File: src/rtl/pipe_pkg.sv
// pipe_pkg: shared definitions for the 5-stage pipeline sequencing logic.
//   - 5-bit opcode constants recognised by the hazard controller
//   - next-PC source encodings driven on pc_sel
//   - FSM state type of pipeline_hazard_ctrl
//   - small opcode classification helpers
package pipe_pkg;

    localparam logic [4:0] OP_LDR = 5'b01010;
    localparam logic [4:0] OP_LDI = 5'b01011;
    localparam logic [4:0] OP_JMP = 5'b10011;
    localparam logic [4:0] OP_BNE = 5'b10100;
    localparam logic [4:0] OP_BEQ = 5'b10101;
    localparam logic [4:0] OP_MUL = 5'b10110;
    localparam logic [4:0] OP_NOP = 5'b10111;

    localparam logic [1:0] PC_SEQ = 2'b00;
    localparam logic [1:0] PC_JMP = 2'b01;
    localparam logic [1:0] PC_BR  = 2'b10;

    typedef enum logic [1:0] {
        ST_RUN     = 2'b00,
        ST_BRWAIT  = 2'b01,
        ST_MULWAIT = 2'b10
    } state_t;

    // Instructions whose result is only available after the memory stage.
    function automatic logic is_load(input logic [4:0] op);
        return (op == OP_LDR) || (op == OP_LDI);
    endfunction

    function automatic logic is_branch(input logic [4:0] op);
        return (op == OP_BNE) || (op == OP_BEQ);
    endfunction

endpackage

File: src/rtl/hazard_mul_counter.sv
// hazard_mul_counter: loadable 4-bit down-counter with a zero flag, used to
// time the multiplier stall.
// Ports:
//   clk       in   system clock
//   rst       in   synchronous active-high reset, clears the count
//   load      in   load load_val (has priority over dec)
//   load_val  in   value to load
//   dec       in   decrement by one; saturates at zero
//   count     out  current count
//   zero      out  count == 0
module hazard_mul_counter (
    input  logic       clk,
    input  logic       rst,
    input  logic       load,
    input  logic [3:0] load_val,
    input  logic       dec,
    output logic [3:0] count,
    output logic       zero
);

    logic [3:0] count_reg;

    always_ff @(posedge clk) begin
        if (rst) begin
            count_reg <= 4'd0;
        end else if (load) begin
            count_reg <= load_val;
        end else if (dec && (count_reg != 4'd0)) begin
            count_reg <= count_reg - 4'd1;
        end
    end

    assign count = count_reg;
    assign zero  = (count_reg == 4'd0);

endmodule

File: src/rtl/pipeline_hazard_ctrl.sv
// pipeline_hazard_ctrl: sequencing controller for the 5-stage pipeline.
// Produces PC / IF/ID / ID/EX control for load-use stalls, conditional branch
// freeze-and-resolve, jump squash and multi-cycle multiply holds.
// Parameters:
//   REG_AW      register address width
//   MUL_CYCLES  multiplier latency in EX (1..16); 1 means no multiply stall
// Ports:
//   clk, rst                 clock, synchronous active-high reset
//   opcode_id, ra_id, rb_id  instruction in ID
//   opcode_ex, rd_ex         instruction in EX
//   flags_ex                 ALU compare flags from EX
//   pc_write, pc_sel         PC load enable and next-PC source
//   ifid_write, ifid_flush   IF/ID load enable, load NOP into IF/ID
//   idex_bubble, idex_hold   load NOP into ID/EX, hold ID/EX and EX
//   mul_busy                 multiplier stall in progress
// All outputs are combinational from state and current inputs.
module pipeline_hazard_ctrl #(
    parameter int REG_AW     = 4,
    parameter int MUL_CYCLES = 4
) (
    input  logic              clk,
    input  logic              rst,
    input  logic [4:0]        opcode_id,
    input  logic [REG_AW-1:0] ra_id,
    input  logic [REG_AW-1:0] rb_id,
    input  logic [4:0]        opcode_ex,
    input  logic [REG_AW-1:0] rd_ex,
    input  logic [1:0]        flags_ex,
    output logic              pc_write,
    output logic [1:0]        pc_sel,
    output logic              ifid_write,
    output logic              ifid_flush,
    output logic              idex_bubble,
    output logic              idex_hold,
    output logic              mul_busy
);

    import pipe_pkg::*;

    localparam bit         MUL_STALLS = (MUL_CYCLES > 1);
    localparam logic [3:0] MUL_LOAD   = MUL_STALLS ? 4'(MUL_CYCLES - 2) : 4'd0;

    state_t state_reg, state_next;
    logic   br_beq_reg, br_beq_next;    // branch waiting in EX is a BEQ (else BNE)
    logic   cnt_load, cnt_dec, cnt_zero;
    logic [3:0] cnt_value;

    logic mul_entry, load_use, br_taken;

    hazard_mul_counter u_mul_cnt (
        .clk      (clk),
        .rst      (rst),
        .load     (cnt_load),
        .load_val (MUL_LOAD),
        .dec      (cnt_dec),
        .count    (cnt_value),
        .zero     (cnt_zero)
    );

    assign mul_entry = MUL_STALLS && (opcode_ex == OP_MUL);
    assign load_use  = is_load(opcode_ex)
                     && ((rd_ex == ra_id) || (rd_ex == rb_id))
                     && (opcode_id != OP_NOP);
    // flags_ex = 11 is not-taken for both branch kinds.
    assign br_taken  = br_beq_reg ? (flags_ex == 2'b01)
                                  : ((flags_ex == 2'b00) || (flags_ex == 2'b10));

    always_ff @(posedge clk) begin
        if (rst) begin
            state_reg  <= ST_RUN;
            br_beq_reg <= 1'b0;
        end else begin
            state_reg  <= state_next;
            br_beq_reg <= br_beq_next;
        end
    end

    always_comb begin
        pc_write    = 1'b1;
        pc_sel      = PC_SEQ;
        ifid_write  = 1'b1;
        ifid_flush  = 1'b0;
        idex_bubble = 1'b0;
        idex_hold   = 1'b0;
        mul_busy    = 1'b0;
        state_next  = state_reg;
        br_beq_next = br_beq_reg;
        cnt_load    = 1'b0;
        cnt_dec     = 1'b0;

        if (rst) begin
            pc_write    = 1'b0;
            ifid_write  = 1'b0;
            ifid_flush  = 1'b1;
            idex_bubble = 1'b1;
            state_next  = ST_RUN;
        end else begin
            case (state_reg)
                ST_MULWAIT: begin
                    // The entry cycle is the first hold, so a zero count marks
                    // the multiply's last EX cycle: release the pipe and return.
                    // This keeps the hold at MUL_CYCLES-1 cycles and stops the
                    // still-resident MUL in EX from re-triggering an entry.
                    if (cnt_zero) begin
                        state_next = ST_RUN;
                    end else begin
                        pc_write   = 1'b0;
                        ifid_write = 1'b0;
                        idex_hold  = 1'b1;
                        mul_busy   = 1'b1;
                        cnt_dec    = 1'b1;
                    end
                end
                ST_BRWAIT: begin
                    pc_write   = 1'b1;
                    state_next = ST_RUN;
                    if (br_taken) begin
                        pc_sel     = PC_BR;
                        ifid_write = 1'b0;
                        ifid_flush = 1'b1;
                    end else begin
                        pc_sel     = PC_SEQ;
                        ifid_write = 1'b1;
                    end
                end
                default: begin
                    if (mul_entry) begin
                        pc_write   = 1'b0;
                        ifid_write = 1'b0;
                        idex_hold  = 1'b1;
                        mul_busy   = 1'b1;
                        cnt_load   = 1'b1;
                        state_next = ST_MULWAIT;
                    end else if (load_use) begin
                        pc_write    = 1'b0;
                        ifid_write  = 1'b0;
                        idex_bubble = 1'b1;
                    end else if (is_branch(opcode_id)) begin
                        // Freeze fetch; the branch itself moves on to EX.
                        pc_write    = 1'b0;
                        ifid_write  = 1'b0;
                        br_beq_next = (opcode_id == OP_BEQ);
                        state_next  = ST_BRWAIT;
                    end else if (opcode_id == OP_JMP) begin
                        pc_sel     = PC_JMP;
                        pc_write   = 1'b1;
                        ifid_write = 1'b0;
                        ifid_flush = 1'b1;
                    end
                    if (state_reg != ST_RUN) begin
                        state_next = ST_RUN;
                    end
                end
            endcase
        end
    end

endmodule

File: config.mk
export PLATFORM = sky130hd
export DESIGN_NAME = pipeline_hazard_ctrl
export DESIGN_NICKNAME = d
export VERILOG_FILES = /design/src/rtl/pipe_pkg.sv /design/src/rtl/hazard_mul_counter.sv /design/src/rtl/pipeline_hazard_ctrl.sv
export SDC_FILE = /design/constraint.sdc
export NUM_CORES = 1
export LEC_CHECK = 0
export ABC_CLOCK_PERIOD_IN_PS = 2300
export BUFFER_PORTS_ARGS = -buffer_cell sky130_fd_sc_hd__clkbuf_2
export CORE_MARGIN = 2
export CORE_UTILIZATION = 45
export DETAILED_ROUTE_END_ITERATION = 10
export GPL_ROUTABILITY_DRIVEN = 0
export PLACE_DENSITY = 0.82
export SYNTH_ARGS = -nofsm -noshare
export SYNTH_HDL_FRONTEND = slang
export SYNTH_SLANG_ARGS = --single-unit
export TNS_END_PERCENT = 50
File: constraint.sdc
create_clock -name clk -period 2.3 [get_ports clk]
set_clock_uncertainty 0.1 [all_clocks]
set_input_delay 0 -clock clk [delete_from_list [all_inputs] [get_ports clk]]
set_output_delay 0 -clock clk [all_outputs]
set_load 0.01 [all_outputs]
# ---- Word level (Yosys, flattened, before mapping)
# Index checks and enable logic that the tools add are counted.
dict set report word_totals {
  reg_bits 7
  out_inout_bits 8
  elab_cells 88
}
dict set report classes {
  n_addsub 1
  n_eq_ne 15
  muxes 48
  bitwise 3
  n_reduce_logical 17
}
# cell n
set ops {}
lappend ops {{$mux W1} 33}
lappend ops {{$eq A5 B5 Y1 const B} 4}
lappend ops {{$mux W2} 9}
lappend ops {{$eq A5 B4 Y1 const B} 2}
lappend ops {{$eq A4 B4 Y1} 2}
lappend ops {{$pmux W1 S2} 4}
lappend ops {{$pmux W2 S2} 2}
lappend ops {{$ne A5 B2 Y1 const B} 1}
lappend ops {{$ne A5 B5 Y1 const B} 1}
lappend ops {{$reduce_bool A5 Y1} 1}
lappend ops {{$eq A2 B1 Y1 const B} 2}
lappend ops {{$eq A2 B2 Y1 const B} 2}
lappend ops {{$logic_not A4 Y1} 1}
lappend ops {{$logic_or A1 B1 Y1} 4}
lappend ops {{$reduce_and A4 Y1} 1}
lappend ops {{$reduce_bool A2 Y1} 2}
lappend ops {{$reduce_bool A4 Y1} 1}
lappend ops {{$reduce_or A2 Y1} 2}
lappend ops {{$sub A4 B1 Y4 const B} 1}
lappend ops {{$logic_and A1 B1 Y1} 3}
lappend ops {{$not A1 Y1} 3}
lappend ops {{$reduce_and A3 Y1} 1}
lappend ops {{$logic_not A2 Y1} 1}
lappend ops {{$ne A2 B2 Y1 const B} 1}

# ---- Longest topological paths before layout
dict set report logic_depth {
  word_depth 8
  depth_mapped 9
  mapped_depth_nobuf 7
}

# ---- Modules after synthesis
# A second synthesis with hierarchy kept.
dict set report hier_totals {
  hier_cells 99
  hier_area_um2 804.5
}
# module instances cells_per_inst area_each_um2 seq_area_each_um2
set by_module_without_submodules {}
lappend by_module_without_submodules {pipeline_hazard_ctrl 1 70 541.8 60.1}
lappend by_module_without_submodules {hazard_mul_counter 1 29 262.8 80.1}

# ---- Worst setup path before layout
# Ideal clock, no wire load.
dict set report synth_timing {
  path_type {register -> register}
  startpoint {register state_reg[0]}
  endpoint {register state_reg[0]}
  setup_ns 0.083
  t_arrival_ns 1.633
  slack_ns 0.485
  path_stages_with_launch 7
  n_path_buf 1
  path_cell_list {dfxtp_1 -> inv_1 -> ha_1 -> clkbuf_1 -> nor2_1 -> or4b_1 -> o221ai_1}
}
dict set report synth_via {
  elab_chain_len 3
  word_cells_on_any_way 9
  classes_between {4 x eq/ne; 2 x mux; 3 x reduce/logical}
}
# element line_no
set synth_rtl {}
lappend synth_rtl {{from (decl)} pipeline_hazard_ctrl.sv:43} ;# state_t state_reg, state_next;
lappend synth_rtl {{from (signal assigned)} pipeline_hazard_ctrl.sv:73} ;# state_reg <= state_next;
lappend synth_rtl {{$eq A2 B1 Y1 (tied with other cells)} pipeline_hazard_ctrl.sv:98} ;# case (state_reg)
lappend synth_rtl {{$ne A5 B2 Y1 (no source line) (tied with other cells)} n/a}
lappend synth_rtl {{$reduce_and A3 Y1 (no source line) / $pmux W2 S2 (equally long branches)} n/a}
# Several ways; a longest one is shown, not always the timed one.
# A chain may end at the register's enable or synchronous reset.

# ---- Final worst setup path
dict set report layout_timing {
  startpoint {register u_mul_cnt.count_reg[0], in the netlist u_mul_cnt.count[0]}
  endpoint {output mul_busy}
}
dict set report layout_via {
  elab_chain_len 4
}
# element line_no
set layout_rtl {}
lappend layout_rtl {{from (decl)} hazard_mul_counter.sv:21} ;# logic [3:0] count_reg;
lappend layout_rtl {{from (signal assigned)} hazard_mul_counter.sv:27} ;# count_reg <= load_val;
lappend layout_rtl {{from (signal assigned)} hazard_mul_counter.sv:29} ;# count_reg <= count_reg - 4'd1;
lappend layout_rtl {{$logic_not A4 Y1} hazard_mul_counter.sv:34} ;# assign zero = (count_reg == 4'd0);
lappend layout_rtl {{$mux W1} pipeline_hazard_ctrl.sv:104} ;# if (cnt_zero) begin
lappend layout_rtl {{$pmux W1 S2} pipeline_hazard_ctrl.sv:98}
lappend layout_rtl {{$mux W1} pipeline_hazard_ctrl.sv:91} ;# if (rst) begin
lappend layout_rtl {{to (decl)} pipeline_hazard_ctrl.sv:35} ;# output logic mul_busy
# No other way between the ends.

==> impl_metrics.ini <==
[run_status]
run_status = finished clean

[placed_design]
post-place-ws_ns = 0.363
detailed_place_hpwl_um = 1370
post_dp_cell_area_um2 = 868
place.port_buffers = 33

[clocking]
numCtsBuffers = 3
postCtsResizedCells = 0
cts.sinks = 7
cts.root.buffer_cell = sky130_fd_sc_hd__clkbuf_4
clk_path_buf_depth = 2
htreeDepth = 1
clkLatencyLatePin_ns = 0.26
cts.reportedPaths.clkPinSlew_ns = 0.06
cts_hold_repair.buffers = 1
tritoncts_clock_tree = done
post-cts-setup-buffers = 0

[synth]
syn_area_um2 = 713
netlist.area_leader.share_pct = 19.6
dominantRegCellSynth = sky130_fd_sc_hd__dfxtp_1
syn_nets = 122
postSynthCellCount = 92
synth_enable_flop_cells = 0
netlist-cell-type-count = 36
seq_area_frac_synth_pct = 19.6
synthesis.yosys.warnings = 0
synth-seq-cells = 7
yosys.area.top_type = sky130_fd_sc_hd__dfxtp_1
post_synth.cell_area_avg_um2 = 7.75
async_set_or_reset_register_ratio_after_synthesis_pct = 0
synth_top_cells_by_area = sky130_fd_sc_hd__dfxtp_1, sky130_fd_sc_hd__xnor2_1, sky130_fd_sc_hd__ha_1

[timing]
worst-slew-pin-transition_ns = 0.604
fmax_mhz = 472
fin_setup_tns_ns = 0
timing_hold_violations_final = 0
tcrit_tclk_final_pct = 92.1
report.final.slew_viol_count = 0
period_minus_slack_ns = 2.12
rsz0062_at_grt = false
fin_ws_ns = 0.181
worst_slew_margin_rel_pct = 59.7
setup-violations-final = 0

[hold_path]
hold_path_class = in -> reg
whs_path_depth = 2
hold_end = u_mul_cnt.count[1]
min_from = rst

[power_and_ir_drop]
report.power.total_mw = 0.338
power.leakage_nw = 0.374
power.ir.vdd_worst_v = 0.000198
power-per-cell-area_mw_per_mm2 = 374

[final_layout]
layout.filler_cells = 142
final_nets = 156
finish.utilization_pct = 60.8
insertedDiodeCount = 0
flow.area_growth_from_synthesis_pct = 26.8
largest_reg_flops = 4
layout.cell_area.non_filler_um2 = 905
seqCellArea_um2 = 140
layout_cell_share_with_drive_strength_beyond_1_pct = 32.8
multi_input_area_um2 = 517

[critical_path]
start_kind = register
timing_worst_setup_path_type = reg -> out
cell_count_of_the_worst_reg_to_reg_path = 7
rr_startpoint = u_mul_cnt.count[0]
crit_path_end_kind = output port
regToRegEndpoint = state_reg[1]
crit_fanout = 10
worst_ep_required_time_ns = 2.20
timing.reg2reg.setup_slack_ns = 0.32
critPathArrivalTime_ns = 2.02

[detailed_routing]
drt-wirelength-per-cell_um = 12.0
detail-route-antenna-nets = 0
vias_per_cell = 5.52
top_layer = met4
drt_first_iter_violations = 18
met3_length_um = 128
detail_route.first_pass.iterations = 7
routed_wl_um = 1690
met1Wirelength_um = 702
vias = 778
met2_length_um = 814
dr_drc_count = 0

[global_routing]
groute.usage.overall_pct = 20.3
first_global_vias = 740
antenna_found_initial = 0
pin_count_of_the_biggest_net_entering_global_routing = 17
global_route_wire_length_before_repair_um = 2900
grt-ovfl-total = 0

[floorplan]
floorplan.die.width_um = 43.8
die_area_mm2 = 0.00192
design.core.area_mm2 = 0.00149
die-height_um = 43.8
row_count = 14
floorplan.io_pins = 34
initial_utilization_pct = 47.9

[job]
cap_viol_max_count = 0
-- metal layers --
layer,vias up,GRT usage [%]
met5,-,0
met4,0,10.9
met3,4,4.58
met2,39,35.0
met1,341,22.9
li1,394,-
-- through the flow --
stage / hold WS (ns) / std cells
2_1_floorplan: 0.0137 / 92
3_3_place_gp: 0.188 / 136
3_5_place_dp: 0.217 / 136
4_1_cts: 0.0297 / 141
5_1_grt: 0.0490 / 141
6_report: 0.0440 / 141
-- power by group --
group	leakage, nW	internal [mW]	switching [mW]	total (mW)
combinational	0.303	0.0481	0.0470	0.0950
clock	0.0150	0.0666	0.0511	0.118
sequential	0.0565	0.124	0.00224	0.126
total	0.374	0.238	0.100	0.338
-- final cells by class --
| type | count | area share, % |
|---|---|---|
| multi-input combinational | 73 | 57.1 |
| timing repair buffer | 34 | 19.4 |
| sequential | 7 | 15.5 |
| clock buffer | 4 | 2.90 |
| inverter | 7 | 2.90 |
| tap | 16 | 2.21 |
-- critical path: stages, from the launching register on --
cell and delay (ns):
sky130_fd_sc_hd__dfxtp_1 0.38, sky130_fd_sc_hd__inv_1 0.06, sky130_fd_sc_hd__ha_1 0.20, sky130_fd_sc_hd__nor3b_2 0.16, sky130_fd_sc_hd__nor2b_1 0.49, sky130_fd_sc_hd__a21oi_1 0.14, sky130_fd_sc_hd__nor2_1 0.16, sky130_fd_sc_hd__clkbuf_2 0.16
-- Yosys cell counts (all sizes together) (3+ instances only) --
master / instances
xnor2: 9
dfxtp: 7
inv: 7
nor3: 7
o21ai: 7
nand2: 6
nor2: 5
a21oi: 4
ha: 4
nand3b: 4
clkbuf: 3
-- kinds of logic after synthesis --
kind of cell / synth area share (%)
adders and majority gates: 7.02
buffers and inverters: 7.90
DFF: 19.6
AOI/OAI and AO/OA: 18.9
and+or+nand+nor: 33.0
xor gates and xnor gates: 13.5
-- cells in the final DEF, fill, tap and decap left out --
cell type,instances
sky130_fd_sc_hd__clkbuf_2,33
sky130_fd_sc_hd__xnor2_1,9
sky130_fd_sc_hd__inv_1,7
sky130_fd_sc_hd__nor3_1,7
sky130_fd_sc_hd__o21ai_0,7
sky130_fd_sc_hd__dfxtp_1,7
sky130_fd_sc_hd__nand2_1,6
sky130_fd_sc_hd__nor2_1,5
sky130_fd_sc_hd__nand3b_1,4
sky130_fd_sc_hd__ha_1,4
sky130_fd_sc_hd__a21oi_1,3
sky130_fd_sc_hd__clkbuf_4,3
sky130_fd_sc_hd__nand4_1,2
sky130_fd_sc_hd__nor4bb_1,2
sky130_fd_sc_hd__a22oi_1,2
sky130_fd_sc_hd__o211ai_1,2
sky130_fd_sc_hd__xor2_1,2
sky130_fd_sc_hd__a21oi_2,1
sky130_fd_sc_hd__and2_1,1
sky130_fd_sc_hd__or2_1,1
sky130_fd_sc_hd__or3b_4,1
sky130_fd_sc_hd__a21o_1,1
sky130_fd_sc_hd__a31oi_1,1
sky130_fd_sc_hd__nor3b_2,1
sky130_fd_sc_hd__a221oi_2,1
sky130_fd_sc_hd__nor2b_1,1
sky130_fd_sc_hd__and3_1,1
sky130_fd_sc_hd__nand3_1,1
sky130_fd_sc_hd__and2b_1,1
sky130_fd_sc_hd__nand2b_1,1
sky130_fd_sc_hd__nand4bb_1,1
sky130_fd_sc_hd__o41ai_1,1
sky130_fd_sc_hd__and3_2,1
sky130_fd_sc_hd__or4b_1,1
sky130_fd_sc_hd__o221ai_1,1
sky130_fd_sc_hd__clkbuf_1,1
sky130_fd_sc_hd__dlygate4sd3_1,1
-- how the worst max path moves through the flow --
| stage | startpoint | to | slack [ns] | cells past startpoint |
|---|---|---|---|---|
| after CTS | state_reg[0] | mul_busy | 0.23 | 7 |
| after global placement | state_reg[0] | state_reg[0] | 0.43 | 5 |
| after global routing | u_mul_cnt.count[0] | mul_busy | 0.12 | 7 |
| after detailed placement | state_reg[0] | state_reg[0] | 0.36 | 5 |
| after floorplan | state_reg[0] | state_reg[0] | 0.48 | 6 |
| final | u_mul_cnt.count[0] | mul_busy | 0.18 | 7 |
Power figures use the tool's default switching activity.
